$ cat config.mk
export PLATFORM = sky130hd
export DESIGN_NAME = muldiv_ctrl
export DESIGN_NICKNAME = d
export VERILOG_FILES = /design/src/rtl/muldiv_ctrl.sv
export SDC_FILE = /design/constraint.sdc
export NUM_CORES = 1
export LEC_CHECK = 0
export BUFFER_PORTS_ARGS = -buffer_cell sky130_fd_sc_hd__buf_4
export CORE_AREA = 2 2 144 146
export CTS_CLUSTER_SIZE = 40
export DETAILED_ROUTE_END_ITERATION = 12
export DIE_AREA = 0 0 146 148
export PLACE_DENSITY = 0.69
export RECOVER_POWER = 50
export SLEW_MARGIN = 5
export SYNTH_ARGS = -nofsm -noshare
export SYNTH_HDL_FRONTEND = slang
export SYNTH_SLANG_ARGS = --single-unit
$ cat constraint.sdc
create_clock -name clk -period 5.8 [get_ports clk]
set_input_delay 0.29 -clock clk [delete_from_list [all_inputs] [get_ports clk]]
set_output_delay 0.29 -clock clk [all_outputs]
set_load 0.1 [all_outputs]
$ cat src/rtl/muldiv_ctrl.sv
// ============================================================================
// muldiv_ctrl
// ----------------------------------------------------------------------------
// Sequencer for the EX-stage multi-cycle multiplier and divider, and owner of
// the architectural HI/LO register pair.
//
// One operation is launched per EX instruction. The pipeline is held with
// stall_req until the launched unit reports done. The 64-bit result is then
// committed to HI/LO, and a single HOLD cycle lets the instruction leave EX.
// The block also handles EX flushes, divide-by-zero skipping, watchdog
// timeouts and mthi/mtlo writes.
//
// Parameters
//   TIMEOUT     cycles allowed in RUN before the operation is abandoned
//   DIV0_SKIP   nonzero: DIV/DIVU with a zero divisor never starts the divider
//
// Ports
//   clk, rst                  clock (rising edge), async reset (active low)
//   op_valid, op_kind         EX holds MULT(00)/MULTU(01)/DIV(10)/DIVU(11)
//   src_a, src_b              rs / rt operands
//   flushE                    EX flush, kills the in-flight operation
//   hi_we, lo_we, hilo_wdata  mthi / mtlo write port
//   mul_start, div_start      one-cycle start pulses to the units
//   unit_sign, unit_a, unit_b latched operation attributes for the units
//   unit_cancel               one-cycle cancel pulse to the active unit
//   mul_done, mul_result      multiplier completion and {hi,lo} product
//   div_done, div_result      divider completion and {remainder,quotient}
//   stall_req                 hold IF/ID/EX
//   hilo                      architectural {HI,LO}
//   div_by_zero, err_timeout  one-cycle status flags
// ============================================================================
module muldiv_ctrl #(
   parameter int TIMEOUT   = 64,
   parameter int DIV0_SKIP = 1
) (
   input  logic        clk,
   input  logic        rst,
   input  logic        op_valid,
   input  logic [1:0]  op_kind,
   input  logic [31:0] src_a,
   input  logic [31:0] src_b,
   input  logic        flushE,
   input  logic        hi_we,
   input  logic        lo_we,
   input  logic [31:0] hilo_wdata,
   output logic        mul_start,
   output logic        div_start,
   output logic        unit_sign,
   output logic [31:0] unit_a,
   output logic [31:0] unit_b,
   output logic        unit_cancel,
   input  logic        mul_done,
   input  logic [63:0] mul_result,
   input  logic        div_done,
   input  logic [63:0] div_result,
   output logic        stall_req,
   output logic [63:0] hilo,
   output logic        div_by_zero,
   output logic        err_timeout
);

   localparam int CW = $clog2(TIMEOUT + 1);

   typedef enum logic [1:0] {
      IDLE = 2'd0,
      RUN  = 2'd1,
      HOLD = 2'd2
   } state_t;

   state_t        state;
   state_t        state_next;
   logic [CW-1:0] cnt;
   logic          run_div;
   logic          launch;
   logic          skip_div0;
   logic          unit_done;
   logic          commit;
   logic          abort_flush;
   logic          abort_timeout;

   // Next-state and stall decode.
   // The done of the unit that was not launched is ignored. Done is also
   // ignored in the first RUN cycle, because the start pulse is still on the
   // wire then, so a done level left over from an earlier operation cannot
   // commit early. A flush beats a same-cycle done, since the instruction is
   // dead. A done beats a same-cycle timeout.
   // stall_req is forced low while reset is asserted so that every output
   // reads zero during reset, even when op_valid is high.
   always_comb begin
      state_next    = state;
      launch        = 1'b0;
      skip_div0     = 1'b0;
      commit        = 1'b0;
      abort_flush   = 1'b0;
      abort_timeout = 1'b0;
      stall_req     = 1'b0;
      unit_done     = run_div ? div_done : mul_done;

      case (state)
         IDLE: begin
            if (op_valid && !flushE) begin
               stall_req = 1'b1;
               if ((DIV0_SKIP != 0) && op_kind[1] && (src_b == 32'd0)) begin
                  skip_div0  = 1'b1;
                  state_next = HOLD;
               end else begin
                  launch     = 1'b1;
                  state_next = RUN;
               end
            end
         end
         RUN: begin
            if (flushE) begin
               abort_flush = 1'b1;
               state_next  = IDLE;
            end else begin
               stall_req = 1'b1;
               if (unit_done && (cnt != '0)) begin
                  commit     = 1'b1;
                  state_next = HOLD;
               end else if (cnt == CW'(TIMEOUT)) begin
                  abort_timeout = 1'b1;
                  state_next    = IDLE;
               end
            end
         end
         HOLD: begin
            state_next = IDLE;
         end
         default: begin
            state_next = IDLE;
         end
      endcase

      if (!rst) begin
         stall_req = 1'b0;
      end
   end

   // State, run counter, operand latches and one-cycle pulses.
   // The counter restarts at zero on every entry to RUN, so it counts the
   // cycles spent waiting on the current operation only.
   always_ff @(posedge clk or negedge rst) begin
      if (!rst) begin
         state       <= IDLE;
         cnt         <= '0;
         run_div     <= 1'b0;
         unit_sign   <= 1'b0;
         unit_a      <= 32'd0;
         unit_b      <= 32'd0;
         mul_start   <= 1'b0;
         div_start   <= 1'b0;
         unit_cancel <= 1'b0;
         div_by_zero <= 1'b0;
         err_timeout <= 1'b0;
      end else begin
         state       <= state_next;
         cnt         <= ((state == RUN) && (state_next == RUN)) ? cnt + CW'(1) : '0;
         mul_start   <= launch & ~op_kind[1];
         div_start   <= launch & op_kind[1];
         unit_cancel <= abort_flush | abort_timeout;
         div_by_zero <= skip_div0;
         err_timeout <= abort_timeout;
         if (launch) begin
            unit_a    <= src_a;
            unit_b    <= src_b;
            unit_sign <= ~op_kind[0];
            run_div   <= op_kind[1];
         end
      end
   end

   // HI/LO register.
   // A unit commit on the same edge as an mthi/mtlo write takes priority,
   // because the mul/div instruction is the younger of the two.
   always_ff @(posedge clk or negedge rst) begin
      if (!rst) begin
         hilo <= 64'd0;
      end else if (commit) begin
         hilo <= run_div ? div_result : mul_result;
      end else begin
         if (hi_we) begin
            hilo[63:32] <= hilo_wdata;
         end
         if (lo_we) begin
            hilo[31:0] <= hilo_wdata;
         end
      end
   end

endmodule

; After elaboration in Yosys (flattened, before gate mapping)
; Cells that the tools add are included.
[op_classes]
addsub = 1
mul = 0
div_mod_pow = 0
order_cmp = 0
n_eq_ne = 3
shifts = 0
mux = 31
bitwise = 5
reduce_logical = 10
[ops]
columns = op, count
row1 = 2-to-1 mux 64 bit, 2
row2 = 2-to-1 mux 32 bit, 2
row3 = zero test 32 bit, 1
row4 = 2-to-1 mux 1 bit, 19
row5 = 2-to-1 mux 2 bit, 5
row6 = "adder 7 x 1 -> 7 bit, second input constant", 1
row7 = "equality test 7 bit, second input constant", 1
row8 = 2-to-1 mux 7 bit, 1
row9 = nonzero test 7 bit, 1
row10 = "equality test 2 x 1 -> 1 bit, second input constant", 2
row11 = logical AND 1 bit, 4
row12 = one-hot mux 2 bit (2 select lines), 1
row13 = nonzero test 2 bit, 2
row14 = AND 1 bit, 2
row15 = zero test 2 bit, 1
row16 = NOT 1 bit, 2
row17 = one-hot mux 1 bit (2 select lines), 1
row18 = zero test 1 bit, 1
row19 = OR 1 bit, 1
[word_totals]
regBits = 144
latch_bits = 0
ramBits = 0
mem_bits_ro = 0
in_bits = 234
output_inout_bits = 135
mem_count = 0

; Longest topological paths before layout
; Gate-level depths: netlist (run 1).
[logic_depth]
depth_word = 8
depth_mapped = 8
mapped_depth_nobuf = 6

; Worst setup path before layout (run 1)
; OpenSTA, ideal clock, no wires.
[synth_path]
path_kind = register to output
startpoint = reg state[1]
endpoint = out stall_req
arrival_time_ps = 1924
required_time_ps = 5510
slack_ps = 3586
path_stages_with_launch = 4
path_buffers = 1
path_cell_list = dfrtp_1 -> nor4b_2 -> clkbuf_1 -> o21a_1
[synth_between]
elab_chain_cells = 3
elab_cells_between_ends = 4
[synth_lines]
columns = element, line_no
row1 = from (decl), 70  ; state_t state;
row2 = from (signal assigned), 157  ; state <= state_next;
row3 = equality test 2 x 1 -> 1 bit / zero test 2 bit (equally long branches), 99  ; case (state)
row4 = one-hot mux 1 bit (2 select lines) (*), 99
row5 = 2-to-1 mux 1 bit (*), 135  ; if (!rst) begin
row6 = to (decl), 56  ; output logic stall_req,
; Every way passes the cells marked *; elsewhere a longest branch is shown, timed or not.

; Worst setup path after layout (run 1)
[layout_path]
startpoint = reg state[1]
endpoint = reg unit_b[9]
[layout_between]
elab_chain_cells = 2
[layout_lines]
columns = element, line_no
row1 = zero test 2 bit, 99
row2 = 2-to-1 mux 1 bit, 99
row3 = to (signal assigned), 166  ; unit_b <= src_b;
row4 = to (decl), 50  ; output logic [31:0] unit_b,
; No other way between the ends.
; A chain may end at the register's enable or synchronous reset.

==> summary.md, run 1 <==
For the worst flop-to-flop path, the logic depth is 5. The die extent in y came out at 148 µm. For the number of instances in the synthesized netlist, the log shows 570. The count of nets left with antenna violations once routing finished came out at 0. The final layout contains routed wiring with a total length of 21.54 mm. IR analysis of the VDD net gives a maximum drop of 322.2 µV. The first global-routing pass estimated 33.05 mm of wire. The number of placement rows is 52, and the synthesis warning total is 0. For this configuration, the core starts out at a cell density of 33.97%.

At the later pin of the worst-skew pair, clock insertion delay measures 410 ps. The tools report the number of max-cap violations as 0. CTS saw 144 sinks. The initial antenna violation count is 0.

After clock tree synthesis, the clock-pin slew on the worst setup and hold paths is 70 ps. The critical register-to-register path startpoint was state[1]. Once detailed placement completed, the half-perimeter wirelength came to 15.83 mm.

After synthesis, flip-flops and latches occupy 52.93% of the total area. The relative area change from synthesis to final layout works out to 44.09%. The tree is rooted in a sky130_fd_sc_hd__clkbuf_16. The logs give 369 for the count of boundary I/O pins and 0 for the total inserted antenna cells. For the area of the core, the log shows 20040 µm².

The worst hold path depth works out to 2. Cells fill 48.95% of the core in the end. The flop and latch count out of synthesis came out at 144. Counting every net in the synthesized netlist gives 806. The first detailed-routing pass took 4 iterations.

Buffers placed on the I/O ports in this run total 368. The share of layout cells above drive strength 1 was 33.30%; the cell count after placement was 1171. Netlist area before placement: 6808 µm². The synthesized design spends more area on one cell type than any other, namely sky130_fd_sc_hd__dfrtp_1.

The congestion estimate from routability-driven global placement came to 0.7804. Ranked by total cell area, the synthesized netlist is headed by sky130_fd_sc_hd__dfrtp_1 53%, sky130_fd_sc_hd__mux2i_1 9.6%, sky130_fd_sc_hd__a211oi_1 7.1%. Count of final hold-check violations: 0. Before CTS, the worst setup slack after placement is 3288 ps. Clock tree synthesis inserted a total of 17 buffers.

Slew at the pin closest to its max-slew limit: 1270 ps. The starting DRC count in detailed routing is 129. The die is 146 µm wide. The remaining global-route overflow came out at 0. The tools report the origin of the worst min-delay path as op_kind[0]. In this run the worst path has a maximum fanout of 22. For this run, the post-layout net count is 1157. The worst register-to-register path ends at unit_b[9].

Data on the critical path arrives at its endpoint at 2900 ps. The routed wire length on met2 came out at 10.51 mm. The required time of the critical path was 6100 ps.

The run gives 0 as the post-detailed-route DRC marker count. The tools report the via count of the first global-routing pass as 5945. The tools report the number of cells in the finished layout apart from fillers as 1204. The run gives 15.69% as the worst-case headroom to the max-slew limit.

Total met3 wirelength after detailed routing: 1.983 mm. The floorplan step defined a die boundary enclosing 21610 µm². Synthesized area divided by synthesized cell count: 11.94 µm².

The worst hold path belongs to the class input port to flip-flop. The worst setup path is of the flip-flop to flip-flop kind. Entering global routing, the biggest net connects 81 pins. Setup repair after global routing left no endpoint under its margin. The worst hold path endpoint is unit_sign. Max-slew violation count: 0. The flow ran to the end, and the final reports show no timing, DRC or antenna violations. The count of distinct cell types in the synthesized netlist is 35. The clock period minus worst slack was 2605 ps; the total via count after detailed routing was 5760. The worst setup path is launched from a flip-flop. Across the routed clock network, the largest skew measured is 12.36 ps. Setup total negative slack: 0 ps. In this run the post-CTS setup repair buffer count came out at 0. Minimum setup slack among reg-to-reg paths: 3200 ps. The uppermost layer routed was met4.

Of the post-synthesis cell area, the dominant cell type holds 52.93%. In the final routing, the length of wire on met1 measures 8.789 mm. The via count normalized by instance count came out at 4.784. Summed over all cells, the static leakage comes to 4.380 nW. Endpoint kind of the worst setup timing path: a flip-flop.

In the finished design, the share of the clock period the worst path needs comes to 44.91%. TritonCTS built the clock tree. The tools report the first element of the critical path as state[1].

The worst setup slack after layout was 3195 ps. The tools report the H-tree depth as 4. Counting along the longest clock path gives a buffer depth of 2. Based on the critical path, the design can be clocked at up to 0.3839 GHz.

The number of endpoints failing setup at the final stage is 0. In the final routed layout, each cell accounts on average for 17.89 µm. Across every metal layer, demand over resource in global routing totals 19.79%. Power spread over the standard cell area amounts to 432.4 nW/µm².
worst max path at each step:
stage                endpoint  slack, ps  cells past startpoint
CTS                  hilo[47]       3280                      5
finish              unit_b[9]       3200                      5
global placement     hilo[47]       3320                      5
detailed placement  unit_b[5]       3290                      6
floorplan           stall_req       3590                      3
global route        unit_b[6]       3020                      5
kinds of logic after synthesis:
kind of cell    Yosys count  share of synthesized area [%]
compound gates          144                          14.08
flops                   144                          52.93
mux                     122                          18.99
simple gates            101                          8.877
buf+inv                  52                          4.117
xor+xnor                  5                         0.6434
fa+ha+maj                 2                         0.3675
power breakdown:
part           switching, mW  internal (mW)
sequential             0.121           1.17
combinational           1.51          0.320
clock                  0.473          0.649
flip-flops by register name, indices dropped and copies added (netlist names):
| register | count |
|---|---|
| mul_start | 1 |
| div_by_zero | 1 |
| run_div | 1 |
| unit_cancel | 1 |
| state | 2 |
| div_start | 1 |
| hilo | 64 |
| unit_sign | 1 |
| cnt | 7 |
| unit_a | 32 |
| unit_b | 32 |
| err_timeout | 1 |
synth_stat cells:
| cell type | instances |
|---|---|
| sky130_fd_sc_hd__buf_6 | 7 |
| sky130_fd_sc_hd__nor4bb_1 | 1 |
| sky130_fd_sc_hd__o21ba_2 | 1 |
| sky130_fd_sc_hd__and3_1 | 2 |
| sky130_fd_sc_hd__xor2_1 | 2 |
| sky130_fd_sc_hd__clkbuf_1 | 23 |
| sky130_fd_sc_hd__nor2_1 | 12 |
| sky130_fd_sc_hd__a211oi_1 | 64 |
| sky130_fd_sc_hd__nor3_1 | 4 |
| sky130_fd_sc_hd__nand2_1 | 4 |
| sky130_fd_sc_hd__nand3_1 | 3 |
| sky130_fd_sc_hd__or4_4 | 1 |
| sky130_fd_sc_hd__o31ai_4 | 1 |
| sky130_fd_sc_hd__xnor2_1 | 3 |
| sky130_fd_sc_hd__nor4b_2 | 1 |
| sky130_fd_sc_hd__o21ai_1 | 1 |
| sky130_fd_sc_hd__nor4b_1 | 1 |
| sky130_fd_sc_hd__nor2b_1 | 64 |
| sky130_fd_sc_hd__mux2i_1 | 65 |
| sky130_fd_sc_hd__nor3b_1 | 1 |
| sky130_fd_sc_hd__a21oi_1 | 64 |
| sky130_fd_sc_hd__mux2_1 | 22 |
| sky130_fd_sc_hd__buf_2 | 8 |
| sky130_fd_sc_hd__inv_1 | 8 |
| sky130_fd_sc_hd__dfrtp_1 | 144 |
| sky130_fd_sc_hd__a31o_2 | 1 |
| sky130_fd_sc_hd__a22o_1 | 9 |
| sky130_fd_sc_hd__o21a_1 | 1 |
| sky130_fd_sc_hd__o311ai_2 | 1 |
| sky130_fd_sc_hd__nand4_1 | 1 |
| sky130_fd_sc_hd__buf_4 | 6 |
| sky130_fd_sc_hd__nor4_1 | 6 |
| sky130_fd_sc_hd__a21bo_1 | 1 |
| sky130_fd_sc_hd__ha_1 | 2 |
| sky130_fd_sc_hd__mux2_2 | 35 |
cell type report:
cell class,instances,area [µm²]
clock inverters,14,166.4
repair buffers,376,2318
multi-input cells,374,2920
inverters,8,30.03
clock buffers,18,429.2
fillers,1974,10230
flip-flops and latches,144,3607
well taps,270,337.8
per-layer routing:
| metal | up-vias | GRT usage (%) |
|---|---|---|
| li1 | 2784 | - |
| met1 | 2707 | 24.15 |
| met2 | 251 | 33.25 |
| met3 | 18 | 7.253 |
| met4 | 0 | 5.340 |
| met5 | - | 0 |
cells in the final DEF (no fill, tap or decap), types with 2 or more instances in the layout:
| master | n |
|---|---|
| sky130_fd_sc_hd__nor4_1 | 6 |
| sky130_fd_sc_hd__inv_8 | 2 |
| sky130_fd_sc_hd__nor3_1 | 4 |
| sky130_fd_sc_hd__ha_1 | 2 |
| sky130_fd_sc_hd__mux2_1 | 22 |
| sky130_fd_sc_hd__dfrtp_1 | 143 |
| sky130_fd_sc_hd__mux2_2 | 35 |
| sky130_fd_sc_hd__a22o_1 | 9 |
| sky130_fd_sc_hd__bufinv_16 | 2 |
| sky130_fd_sc_hd__clkbuf_16 | 17 |
| sky130_fd_sc_hd__inv_1 | 8 |
| sky130_fd_sc_hd__and3_1 | 2 |
| sky130_fd_sc_hd__nand2_1 | 4 |
| sky130_fd_sc_hd__buf_4 | 238 |
| sky130_fd_sc_hd__xor2_1 | 2 |
| sky130_fd_sc_hd__inv_6 | 6 |
| sky130_fd_sc_hd__xnor2_1 | 3 |
| sky130_fd_sc_hd__a211oi_1 | 64 |
| sky130_fd_sc_hd__clkbuf_1 | 137 |
| sky130_fd_sc_hd__nand3_1 | 3 |
| sky130_fd_sc_hd__clkinvlp_4 | 3 |
| sky130_fd_sc_hd__a21oi_1 | 64 |
| sky130_fd_sc_hd__mux2i_1 | 65 |
| sky130_fd_sc_hd__nor2_1 | 12 |
| sky130_fd_sc_hd__nor2b_1 | 64 |
through the flow:
stage	power (mW)	instance area [µm²]	hold WS, ps
CTS	4.436	10330	29.51
global route	4.402	9809	32.44
finish	4.242	9809	51.61
floorplan	2.771	6808	-5.591
detailed placement	3.296	9728	375.0
global placement	3.283	9728	380.5
what timing repair did:
item | CTS | global route
gates resized for setup | 0 | 0
endpoints found under the hold margin | 74 | 0
endpoints found under the setup margin | 0 | 0
hold buffers | 1 | 0
worst max-delay path, stage by stage, from the launching register on:
cell	delay, ps
sky130_fd_sc_hd__dfrtp_1	420
sky130_fd_sc_hd__nor4b_2	270
sky130_fd_sc_hd__clkbuf_1	550
sky130_fd_sc_hd__o31ai_1	210
sky130_fd_sc_hd__clkbuf_1	530
sky130_fd_sc_hd__mux2_1	500
(Power assumes the default switching activity.)
==> run 2: changes to the inputs <==
- CORE_AREA: 2 2 144 146 -> 2 2 142 144
- DIE_AREA: 0 0 146 148 -> 0 0 144 146
- PLACE_DENSITY: 0.69 -> 0.7
- clock period: 5.8 -> 2.6 ns (I/O delays scaled with it)
==> run 2 against run 1 <==
  * First-iteration DRC count rose by 99%
  * Power rose by 130%
  * Clock skew fell by 1.7 ps
  * Count of clock-buffer cells in the layout did not move
  * Global-route usage rose by 2.4 points
  * Hold slack got worse by 36 ps
  * Sequential share of layout area fell by 4.2 points
  * Register-to-register slack got worse by 2700 ps
  * Sequential power rose by 120%
  * Clock power rose by 110%
==> summary.md, run 2 (synthesis gave the netlist of run 1 again) <==
The power consumption is 9.588 mW (was 4.242 mW), and the critical path buffer and inverter count is 3 (was 2). The area of placed instances was 9777 µm² (was 9728 µm²); the critical path depth was 7 (was 5). The run gives 16.13 mm (was 15.83 mm) as the total half-perimeter wirelength after legalization and detailed placement. The clock period minus worst slack is 2408 ps, and the max-slew violation count is 0 (unchanged).

The tools report the critical path startpoint category as an input port (was a flip-flop). The run gives 0 (unchanged) as the total inserted antenna cells. CP cell instances: dlygate4sd3_1 > buf_4 > nor4b_1 > nand4_1 > o31ai_4 > buf_12 > mux2_2 (was nor4b_2 > clkbuf_1 > o31ai_1 > clkbuf_1 > mux2_1). The slew at the pin closest to its max-slew limit came out at 1317 ps (was 1270 ps). The type of the worst min-delay path is input port to flip-flop (unchanged). Registers with the highest flip-flop counts: hilo x64, unit_a x32, unit_b x32 (unchanged).

The register ranked first by flip-flop count was hilo (unchanged). The flip-flop count of the largest register after layout works out to 64 (unchanged). The via count normalized by instance count came out at 4.851 (was 4.784).

The logs give 1275 (was 1157) for the total number of nets in the final design and 0 (unchanged) for the number of endpoints failing setup at the final stage. The die extent in y is 146 µm (was 148 µm). Setup total negative slack: 0 ps (unchanged). The number of buffers inserted during clock tree synthesis is 17 (unchanged). The maximum clock frequency is 0.4153 GHz, and the post-cts gate resize count is 0 (unchanged).

The path depth of the worst reg2reg path is 5 (unchanged), and the clock insertion delay at the later pin of the skew report is 420 ps (was 410 ps). The minimum setup slack among reg-to-reg paths came out at 470 ps (was 3200 ps). H-tree depth: 4 (unchanged). The tools report the post-detailed-route DRC marker count as 0 (unchanged). The worst hold path depth was 3 (was 2); the cell count after placement was 1165 (was 1171). The tools report the starting DRC count in detailed routing as 257 (was 129). The root buffer cell was sky130_fd_sc_hd__clkbuf_16 (unchanged). The initial cell density of the core was 35.21% (was 33.97%); the global-route usage over all layers was 22.19% (was 19.79%). The largest driver fanout on the critical path was 69 (was 22); the number of sinks handled by clock tree synthesis was 144 (unchanged). The post-route standard cell area excluding fillers is 11060 µm² (was 9809 µm²). The run gives 2710 ps (was 2900 ps) as the data arrival at the endpoint of the critical path. The capture instance of the worst register-to-register path was hilo[46] (was unit_b[9]). The most frequent standard cell in the layout excluding fill and tap cells was sky130_fd_sc_hd__buf_4 (unchanged). Worst slack on hold paths: 15.69 ps (was 51.61 ps). Final wirelength: 23.70 mm (was 21.54 mm). The gate family responsible for the most delay along the worst path is buffers and inverters (unchanged). For the placement-stage worst setup slack, the log shows 393.9 ps (was 3288 ps). The slowest library cell on the worst path is sky130_fd_sc_hd__dlygate4sd3_1 (was sky130_fd_sc_hd__clkbuf_1). The run gives 192.0 ps (was 3195 ps) as the worst setup slack after layout.

The largest vdd supply drop is 631.5 µV (was 322.2 µV). TritonCTS built the clock tree. The remaining antenna violation count after routing is 0 (unchanged).

The via count of the first global-routing pass is 6771 (was 5945). Commonest cells after routing, fill and taps aside: 240 x sky130_fd_sc_hd__buf_4, 143 x sky130_fd_sc_hd__dfrtp_1, 129 x sky130_fd_sc_hd__clkbuf_1, 120 x sky130_fd_sc_hd__dlygate4sd3_1, 65 x sky130_fd_sc_hd__mux2i_1 (was 238 x sky130_fd_sc_hd__buf_4, 143 x sky130_fd_sc_hd__dfrtp_1, 137 x sky130_fd_sc_hd__clkbuf_1, 65 x sky130_fd_sc_hd__mux2i_1). The die area was 21020 µm² (was 21610 µm²); the number of buffers inserted to repair setup after CTS was 0 (unchanged). The tools report the number of buffers added to fix hold violations after cts as 120 (was 1). Critical setup path kind: input port to flip-flop (was flip-flop to flip-flop).

The relative area change from synthesis to final layout came out at 62.45% (was 44.09%). The critical register-to-register path startpoint was cnt[4] (was state[1]). The worst-case headroom to the max-slew limit is 12.58% (was 15.69%).

Setup repair after global routing left no endpoint under its margin. For the final estimated routing congestion in global placement, the log shows 0.8085 (was 0.7804). The worst clock skew was 10.69 ps (was 12.36 ps); the remaining global-route overflow was 0 (unchanged). The worst path uses 92.61% of the clock period. The tools report the end-of-flow core utilization as 57.20% (was 48.95%).

The horizontal die dimension was 144 µm (was 146 µm); the wire length of the first global-routing pass was 36.25 mm (was 33.05 mm). The first-pass detailed-route iteration total was 4 (unchanged). The maximum root-to-sink buffer count came out at 2 (unchanged).

The tools report the origin of the worst min-delay path as div_result[45] (was op_kind[0]). The number of cells in the finished layout apart from fillers is 1317 (was 1204). The run finished with clean final reports. The endpoint kind of the worst setup timing path was a flip-flop (unchanged). The tools report the leakage power summed over all cells as 4.919 nW (was 4.380 nW).

The tools report the area of the core as 19330 µm² (was 20040 µm²). The run gives 51 (was 52) as the number of placement rows. For the maximum number of pins on one net before global-route repair, the log shows 130 (was 81). The detail-routed net length per standard cell came out at 17.99 µm (was 17.89 µm). The share of layout cells above drive strength 1 is 30.32% (was 33.30%). Required time of the critical path: 2900 ps (was 6100 ps).

The tools report the count of final hold-check violations as 0 (unchanged). Worst hold path endpoint: hilo[45] (was unit_sign). Critical path's largest stage delay: 570 ps (was 550 ps). The total via count after detailed routing is 6389 (was 5760). The tools report the count of boundary I/O pins as 369 (unchanged).

The port buffer count was 368 (unchanged). The number of max-cap violations was 0 (unchanged); the clock transition at the registers of the reported paths was 70 ps (about the same). The power per standard cell area works out to 866.9 nW/µm² (was 432.4 nW/µm²). The initial antenna violation count is 0 (unchanged).
run 2: final cells by class:
class / instances / area [µm²]
Inverter: 8 / 30.03
Timing Repair Buffer: 494 / 3582
Sequential cell: 144 / 3607
Fill cell: 1707 / 8275
Clock inverter: 14 / 145.1
Multi-Input combinational cell: 374 / 2934
Clock buffer: 18 / 429.2
Tap cell: 265 / 331.6
run 2: per-layer routing:
metal  global-route usage (%)  vias up  part of all wire [%]
li1                         -     3027                     -
met1                    25.64     3043                    40
met2                    38.07      283                    50
met3                    7.338       36                   8.0
met4                    8.137        0                   2.3
met5                        0        -                     0
run 2: power by group:
part           switching (mW)  total, mW  internal, mW  leakage (nW)
registers               0.222       2.83          2.61          1.72
logic                    3.49       4.36         0.866          2.93
clock network            1.11       2.39          1.28         0.275
run 2: worst register-to-register path, stage by stage (launching register included):
cell                       delay [ps]
sky130_fd_sc_hd__dfrtp_1          420
sky130_fd_sc_hd__or4_4            590
sky130_fd_sc_hd__o311ai_4         340
sky130_fd_sc_hd__buf_12           380
sky130_fd_sc_hd__a211oi_1         170
sky130_fd_sc_hd__a21oi_1          160
run 2: worst max-delay path by stage:
stage	start	end	slack, ps
2_1_floorplan	state[1]	stall_req	550
6_report	src_b[1]	unit_b[29]	190
4_1_cts	src_b[29]	run_div	290
3_5_place_dp	src_b[29]	unit_b[30]	390
3_3_place_gp	src_b[29]	unit_b[31]	430
5_1_grt	src_b[1]	unit_b[30]	140
